--- config.mk ---
export PLATFORM = sky130hd
export DESIGN_NAME = hazard_forward_ctrl
export DESIGN_NICKNAME = d
export VERILOG_FILES = /design/src/rtl/hazard_forward_ctrl.sv
export SDC_FILE = /design/constraint.sdc
export NUM_CORES = 1
export LEC_CHECK = 0
export ABC_AREA = 1
export CAP_MARGIN = 0
export CORE_AREA = 2 2 148 150
export CTS_CLUSTER_DIAMETER = 200
export DETAILED_ROUTE_END_ITERATION = 6
export DIE_AREA = 0 0 150 152
export MAX_ROUTING_LAYER = met4
export PLACE_DENSITY = 0.78
export SKIP_CTS_REPAIR_TIMING = 1
export SLEW_MARGIN = 20
export SYNTH_ARGS = -nofsm -noshare
export SYNTH_HDL_FRONTEND = slang
export SYNTH_HIERARCHICAL = 1
export SYNTH_SLANG_ARGS = --single-unit
--- constraint.sdc ---
create_clock -name clk -period 4.6 [get_ports clk]
set_clock_uncertainty 0.1 [all_clocks]
set_input_delay 0.92 -clock clk [delete_from_list [all_inputs] [get_ports clk]]
set_output_delay 0.92 -clock clk [all_outputs]
set_load 0.005 [all_outputs]
--- src/rtl/hazard_forward_ctrl.sv ---
// ID-stage hazard controller: operand forwarding, load-use and scoreboard stalls,
// long-op scoreboard, and register-file write-port arbitration (WB over completions).
package forwarding;
  typedef struct packed {
    logic        data_valid;
    logic [31:0] data;
    logic [4:0]  address;
  } t;
endpackage

module hfc_src_resolve (
  input  logic [4:0]   rs,
  input  logic         used,
  input  forwarding::t ex_fwd,
  input  logic         ex_we,
  input  forwarding::t mem_fwd,
  input  logic         mem_we,
  input  forwarding::t wb_fwd,
  input  logic         grant,
  input  logic [4:0]   cpl_rd,
  input  logic [31:0]  cpl_data,
  input  logic [31:0]  rf_data,
  input  logic         pending,
  output logic [31:0]  op,
  output logic         hazard
);
  logic fwd_unres;
  logic cpl_hit;

  always_comb begin
    op        = rf_data;
    fwd_unres = 1'b0;
    cpl_hit   = grant && (cpl_rd == rs);
    if (rs == 5'd0) begin
      op = '0;
    end else if (ex_we && (ex_fwd.address == rs)) begin
      op        = ex_fwd.data;
      fwd_unres = !ex_fwd.data_valid;
    end else if (mem_we && (mem_fwd.address == rs)) begin
      op        = mem_fwd.data;
      fwd_unres = !mem_fwd.data_valid;
    end else if (wb_fwd.data_valid && (wb_fwd.address == rs)) begin
      op = wb_fwd.data;
    end else if (cpl_hit) begin
      op = cpl_data;
    end
    // A pending long op is satisfied only by its completion landing this very cycle.
    hazard = used && (rs != 5'd0) && (fwd_unres || (pending && !cpl_hit));
  end
endmodule

module hazard_forward_ctrl #(
  parameter int MAX_OUTSTANDING = 4,
  parameter int STARVE_LIMIT    = 4
) (
  input  logic         clk,
  input  logic         reset,
  input  logic         flush,
  input  logic [4:0]   id_rs1,
  input  logic [4:0]   id_rs2,
  input  logic         id_rs1_used,
  input  logic         id_rs2_used,
  input  logic [4:0]   id_rd,
  input  logic         id_rd_we,
  input  logic         id_long_op,
  input  forwarding::t ex_fwd,
  input  forwarding::t mem_fwd,
  input  logic         ex_we,
  input  logic         mem_we,
  input  forwarding::t wb_fwd,
  input  logic [31:0]  rf_rs1_data,
  input  logic [31:0]  rf_rs2_data,
  input  logic         lo_cpl_valid,
  input  logic [4:0]   lo_cpl_rd,
  input  logic [31:0]  lo_cpl_data,
  output logic         lo_cpl_ready,
  output forwarding::t rf_wr,
  output logic [31:0]  id_op1,
  output logic [31:0]  id_op2,
  output logic         stall_if_id,
  output logic         bubble_ex,
  output logic [31:0]  sb_pending,
  output logic         sb_busy
);
  localparam int NUM_SRC = 2;
  localparam int CNT_W   = $clog2(MAX_OUTSTANDING + 1);
  localparam int STV_W   = $clog2(STARVE_LIMIT + 1);

  logic [31:0]      sb_q, sb_d;
  logic [CNT_W-1:0] cnt_q, cnt_d;
  logic [STV_W-1:0] starve_q;

  logic grant, dispatch, sb_clr, waw, full, starved;

  logic [NUM_SRC-1:0][4:0]  src_rs;
  logic [NUM_SRC-1:0]       src_used;
  logic [NUM_SRC-1:0][31:0] src_rf;
  logic [NUM_SRC-1:0][31:0] src_op;
  logic [NUM_SRC-1:0]       src_haz;

  assign lo_cpl_ready = !wb_fwd.data_valid;
  assign grant        = lo_cpl_valid && lo_cpl_ready;

  assign src_rs   = {id_rs2, id_rs1};
  assign src_used = {id_rs2_used, id_rs1_used};
  assign src_rf   = {rf_rs2_data, rf_rs1_data};

  generate
    for (genvar g = 0; g < NUM_SRC; g++) begin : g_src
      hfc_src_resolve u_res (
        .rs       (src_rs[g]),
        .used     (src_used[g]),
        .ex_fwd   (ex_fwd),
        .ex_we    (ex_we),
        .mem_fwd  (mem_fwd),
        .mem_we   (mem_we),
        .wb_fwd   (wb_fwd),
        .grant    (grant),
        .cpl_rd   (lo_cpl_rd),
        .cpl_data (lo_cpl_data),
        .rf_data  (src_rf[g]),
        .pending  (sb_q[src_rs[g]]),
        .op       (src_op[g]),
        .hazard   (src_haz[g])
      );
    end
  endgenerate

  assign id_op1 = src_op[0];
  assign id_op2 = src_op[1];

  assign waw     = id_long_op && id_rd_we && (id_rd != 5'd0) && sb_q[id_rd];
  assign full    = id_long_op && (cnt_q == CNT_W'(MAX_OUTSTANDING));
  assign starved = (starve_q == STV_W'(STARVE_LIMIT));

  assign stall_if_id = !flush && ((|src_haz) || waw || full || starved);
  assign bubble_ex   = stall_if_id;

  assign dispatch = id_long_op && id_rd_we && (id_rd != 5'd0) && !stall_if_id && !flush;
  assign sb_clr   = grant && sb_q[lo_cpl_rd];

  always_comb begin
    rf_wr = '0;
    if (wb_fwd.data_valid) begin
      rf_wr = wb_fwd;
    end else if (grant) begin
      rf_wr.data_valid = 1'b1;
      rf_wr.data       = lo_cpl_data;
      rf_wr.address    = lo_cpl_rd;
    end
  end

  always_comb begin
    sb_d = sb_q;
    if (sb_clr)   sb_d[lo_cpl_rd] = 1'b0;
    if (dispatch) sb_d[id_rd]     = 1'b1;
    sb_d[0] = 1'b0;
    cnt_d = cnt_q;
    case ({dispatch, sb_clr})
      2'b10:   cnt_d = cnt_q + CNT_W'(1);
      2'b01:   cnt_d = cnt_q - CNT_W'(1);
      default: cnt_d = cnt_q;
    endcase
  end

  always_ff @(posedge clk) begin
    if (reset) begin
      sb_q     <= '0;
      cnt_q    <= '0;
      starve_q <= '0;
    end else begin
      sb_q  <= sb_d;
      cnt_q <= cnt_d;
      if (lo_cpl_valid && !lo_cpl_ready)
        starve_q <= starved ? starve_q : starve_q + STV_W'(1);
      else
        starve_q <= '0;
    end
  end

  assign sb_pending = sb_q;
  assign sb_busy    = |sb_q;
endmodule

# Yosys cells after proc, flatten, opt, wreduce, memory -nomap -nowiden
# Index checks and enable logic that the tools add are counted.
classes:
  addsub: 3
  n_lt_le_gt_ge: 6
  n_eq_ne: 12
  n_mux: 33
  bitwise: 4
  n_reduce_logical: 47
ops:
  columns: ["cell", "n"]
  rows:
  - ["32-bit two-way mux", 12]
  - ["38-bit two-way mux", 2]
  - ["5-bit equality test", 8]
  - ["32-bit bitwise AND", 1]
  - ["32-bit inverter", 1]
  - ["32-bit OR", 1]
  - ["32-bit OR reduction", 1]
  - ["1-bit logical AND", 26]
  - ["5-bit by 6-bit less-than comparator with 1-bit output (second input constant)", 4]
  - ["1-bit binary-select mux with 5-bit select", 4]
  - ["5-bit nonzero test", 3]
  - ["1-bit two-way mux", 12]
  - ["1-bit demux with 5-bit select", 2]
  - ["5-bit by 1-bit greater-or-equal comparator with 1-bit output (second input constant)", 2]
  - ["5-bit zero test", 2]
  - ["1-bit zero test", 7]
  - ["3-bit by 1-bit adder with 3-bit output (second input constant)", 2]
  - ["3-bit equality test (second input constant)", 2]
  - ["3-bit case mux with 2 select lines", 1]
  - ["1-bit logical OR", 5]
  - ["2-bit OR reduction", 2]
  - ["3-bit by 1-bit subtractor with 3-bit output (second input constant)", 1]
  - ["2-bit by 1-bit equality test with 1-bit output (second input constant)", 1]
  - ["2-bit equality test (second input constant)", 1]
  - ["other kinds (2)", 2]
totals:
  ff_bits: 38
  input_bits: 240
  out_inout_bits: 138
  wordCells: 109

# Logic depth before layout (Yosys ltp)
logic_depth:
  word_depth: 17
  depth_mapped: 22
  depth_no_buf: 22

# Hierarchy
# The synthesis kept the hierarchy.
by_module_without_submodules:
  columns: ["mod", "n_inst", "cells_per_inst", "area_per_inst_um2", "seq_area_each_um2"]
  rows:
  - ["hfc_src_resolve", 2, 477, 2371.0, 0.0]
  - ["hazard_forward_ctrl", 1, 686, 3872.5, 740.7]

# Worst setup path after synthesis
# Ideal clock, no wire load.
synth_timing:
  kind: "input -> output"
  from: "input port lo_cpl_valid"
  to: "output port stall_if_id"
  t_arrival_ps: 3387
  t_required_ps: 3580
  setup_slack_ps: 193
  path_stages: 16
  path_buffers: 4
  cell_sequence: "inv_1 > nor2_1 > clkbuf_1 > clkbuf_1 > nand2_1 > nor2_4 > nand3_4 > buf_6 > nand2_1 > o21ai_1 > nor2_1 > nor2_1 > nor4_1 > a21boi_0 > nor2_1 > buf_4"
synth_via:
  elab_chain_cells: 11
  elab_cells_between_ends: 16
  classes_between: "reduce/logical (16)"
synth_rtl:
  columns: ["item", "line", "text"]
  rows:
  - ["start: declaration", "73", "input logic lo_cpl_valid,"]
  - ["1-bit logical AND", "102", "assign grant = lo_cpl_valid && lo_cpl_ready;"]
  - ["net grant", "93", "logic grant, dispatch, sb_clr, waw, full, starved;"]
  - ["1-bit logical AND", "33", "cpl_hit = grant && (cpl_rd == rs);"]
  - ["1-bit zero test", "48", "hazard = used && (rs != 5'd0) && (fwd_unres || (pending && !cpl_hit));"]
  - ["1-bit logical AND", "48", null]
  - ["1-bit logical OR", "48", null]
  - ["1-bit logical AND", "48", null]
  - ["net src_haz[1]", "99", "logic [NUM_SRC-1:0] src_haz;"]
  - ["2-bit OR reduction", "136", "assign stall_if_id = !flush && ((|src_haz) || waw || full || starved);"]
  - ["1-bit logical OR (3 in series)", "136", null]
  - ["1-bit logical AND", "136", null]
  - ["end: declaration", "80", "output logic stall_if_id,"]
# The timed path passes the listed nets, and every way through them passes these cells.

==> flow_summary.ini <==
[status]
outcome = completed

[placed_design]
gp_congestion = 1.011
dp_hpwl_mm = 34.83
portBuffers = 376
place_inst = 2267

[pwr]
intPower_mw = 1.102
switching_share_pct = 37.56
leakage_nw = 5.795
clock_power_share_pct = 23.7
power_frac_comb_pct = 57.9
power_switching_uw = 663.1
vdd_drop_max_uv = 149.7
power.density_nw_per_um2 = 136.2
pwr-share-seq_pct = 18.4

[sta]
fin_hold_ws_ns = 0.3770
slew_viol_final = 0
worst_pin_slew_ns = 0.6019
maxClockFrequency_mhz = 220.7
tns_ns = 0
post-route-period-util_pct = 98.48
layout_min_cycle_time_ns = 4.530
relSlewSlack_pct = 59.56
setup_viol = 0
finalHoldViolCount = 0

[logic_synthesis]
syn-cell-area_sq_um = 8615
synth-edff-count = 0
syn_area_per_cell_sq_um = 5.253
yosys.area.top_type = nand2_1
synth_compound_area_share_pct = 20.97
synth_top_family_by_area = simple AND/OR/NAND/NOR gates
synthMuxAreaShare_pct = 0
yosys.area_share.simple_pct = 52.33
synth_ff_type = dfxtp_1
ys_seq_elements = 37
syn_inst = 1640
synth_adder_area_share_pct = 0.6681
syn_nets = 1884
synth_xor_area_share_pct = 0.9150
synthTopCellsByArea = nand2_1 (17%), nor2_1 (17%), dfxtp_1 (8.6%)
synth.distinct_cells = 37
yosysSeqAreaShare_pct = 8.598
synth.top_cell.area_share_pct = 16.82
ys_async_sr_fraction_pct = 0
yosysWarnings = 6

[setup_path]
cp.arrival_ns = 3.51
critical_path.endpoint_type = output port
critical_path_required_ns = 3.58
crit_fanout = 40
crit_cells = 7
path_cells = clkdlybuf4s50_1 -> inv_1 -> nor2_4 -> buf_4 -> inv_1 -> o21ai_0 -> clkdlybuf4s50_1
crit_slowest_cell = clkdlybuf4s50_1
crit_buf_inv = 5
crit_family = buffers and inverters
cpPeakStageDelay_ns = 0.60
crit_type = in -> out
start_kind = input port
ff2ff_path_depth = 22

[final_layout]
multi_input_area_sq_um = 6491
fill_cells = 2141
most-common-layout-cells = nand2_1 (384), nor2_1 (379), clkdlybuf4s50_1 (367)
final_common_cell = nand2_1
finalNonFillerCells = 2288
layout-drive-gt1-share_pct = 10.17
finalNetCount = 2240
syn_to_final_growth_pct = 50.52
seq_area_sq_um = 740.7

[grt]
grt_usage_pct = 40.17
grt_max_degree = 41
grt_pass1_wl_mm = 69.93
grt_pass1_vias = 11750
grt_antenna_before_repair = 10
grt-ovfl-total = 0

[routing]
drt_first_pass_iters = 6
drt_iter0_drc = 1629
routed_wirelength_mm = 46.98
ant_nets = 0
post-route-drc-count = 0
via_count = 13050
viasPerCell = 5.701
wl_per_cell_microns = 20.53

[clock_tree]
clk_latency_ns = 0.29
cts_max_level = 2
cts_tree = yes
cts_buffer_depth = 2
cts_sinks = 37
root_buffer = clkbuf_16
clk_pin_slew_ns = 0.06
cts_buffers = 5

[min_path]
worstHoldPathType = reg -> reg
hold_depth = 2

[floorplan]
start_util_pct = 40.35
row_count = 54
dieArea_sq_um = 22800
core_area_sq_um = 21350
boundaryPins = 378
die_w_microns = 150
die_h_microns = 152

[job]
maxCapViolCount = 0
Yosys cell counts (3+ instances only):
library cell and instances:
nand2_1 386, nor2_1 381, inv_1 144, nand3_1 117
o21ai_0 113, nand4_1 97, a21oi_2 60, a21oi_1 56
buf_6 40, dfxtp_1 37, a22o_1 32, buf_2 27
clkbuf_1 25, nor3_1 21, buf_4 17, inv_2 10
xor2_1 9, nor4_1 8, o22ai_1 8, o211ai_1 7
nand3_4 6, nor2_2 6, nor2_4 6, ha_1 3
inv_4 3, o21ai_1 3
flip-flops by register name, summed over array words and instances (netlist names):
register and cells:
sb_pending 31, cnt_q 3, starve_q 3
power groups by stage:
stage / Combinational, mW / Sequential (mW) / Clock [mW]
after CTS: 0.995 / 0.325 / 0.411
after global placement: 0.983 / 0.332 / 0
final: 1.02 / 0.325 / 0.418
after floorplan: 0.424 / 0.331 / 0
after detailed placement: 0.990 / 0.332 / 0
after global routing: 1.09 / 0.325 / 0.427
worst paths after layout:
path	start	end	slack, ns
worst min-delay path	cnt_q[2]	cnt_q[2]	0.38
worst min register to register	cnt_q[2]	cnt_q[2]	0.38
worst max-delay path	lo_cpl_valid	rf_wr[2]	0.07
worst max register to register	sb_pending[27]	cnt_q[2]	1.08
per-stage QoR:
step | util [%] | area (sq um) | power, mW | setup WS [ns]
2_1_floorplan | - | 8615 | 0.7549 | 0.1932
3_3_place_gp | 59.43 | 12690 | 1.315 | -0.2565
3_5_place_dp | 59.43 | 12690 | 1.322 | -0.2605
4_1_cts | 60.24 | 12860 | 1.731 | -0.2858
5_1_grt | 60.72 | 12960 | 1.838 | -0.002408
6_report | 60.73 | 12970 | 1.766 | 0.06995
layer usage:
metal | vias up | wire length (microns) | track usage (%)
met3 | 178 | 6110 | 8.529
met4 | 0 | 2326 | 16.76
met1 | 5842 | 18170 | 52.26
met2 | 923 | 20360 | 60.03
li1 | 6102 | - | -
met5 | - | 0 | -
kinds of logic after synthesis:
group,after synthesis
flops,37
buf+inv,270
simple gates,1035
other cells,1
xor+xnor,9
fa+ha+maj,4
compound gates,284
cell type report:
class	instances	share of cell area, %
inverter	159	4.699
timing repair buffer	459	35.22
multi-input combinational	1333	50.06
timing repair inverter	1	0.05790
tap	280	2.702
sequential	37	5.713
clock inverter	1	0.2316
antenna	11	0.2123
clock buffer	7	1.100
worst register-to-register path, cell delays in order (launching register included):
cell      delay, ns
dfxtp_1        0.60
nor2_1         0.10
nor2_1         0.12
a21oi_1        0.05
a21oi_1        0.13
o21ai_0        0.09
nand3_1        0.08
o21a_1         0.13
nand2_1        0.05
o21ai_1        0.07
nor2_1         0.05
nor2_1         0.17
nor4_2         0.07
buf_4          0.17
a21boi_4       0.14
nand2_1        0.15
ha_1           0.17
inv_1          0.06
fa_1           0.39
a21oi_1        0.14
o21ai_0        0.11
o21ai_0        0.20
a21oi_1        0.06
Note: power is estimated with default switching activity, not from simulation.
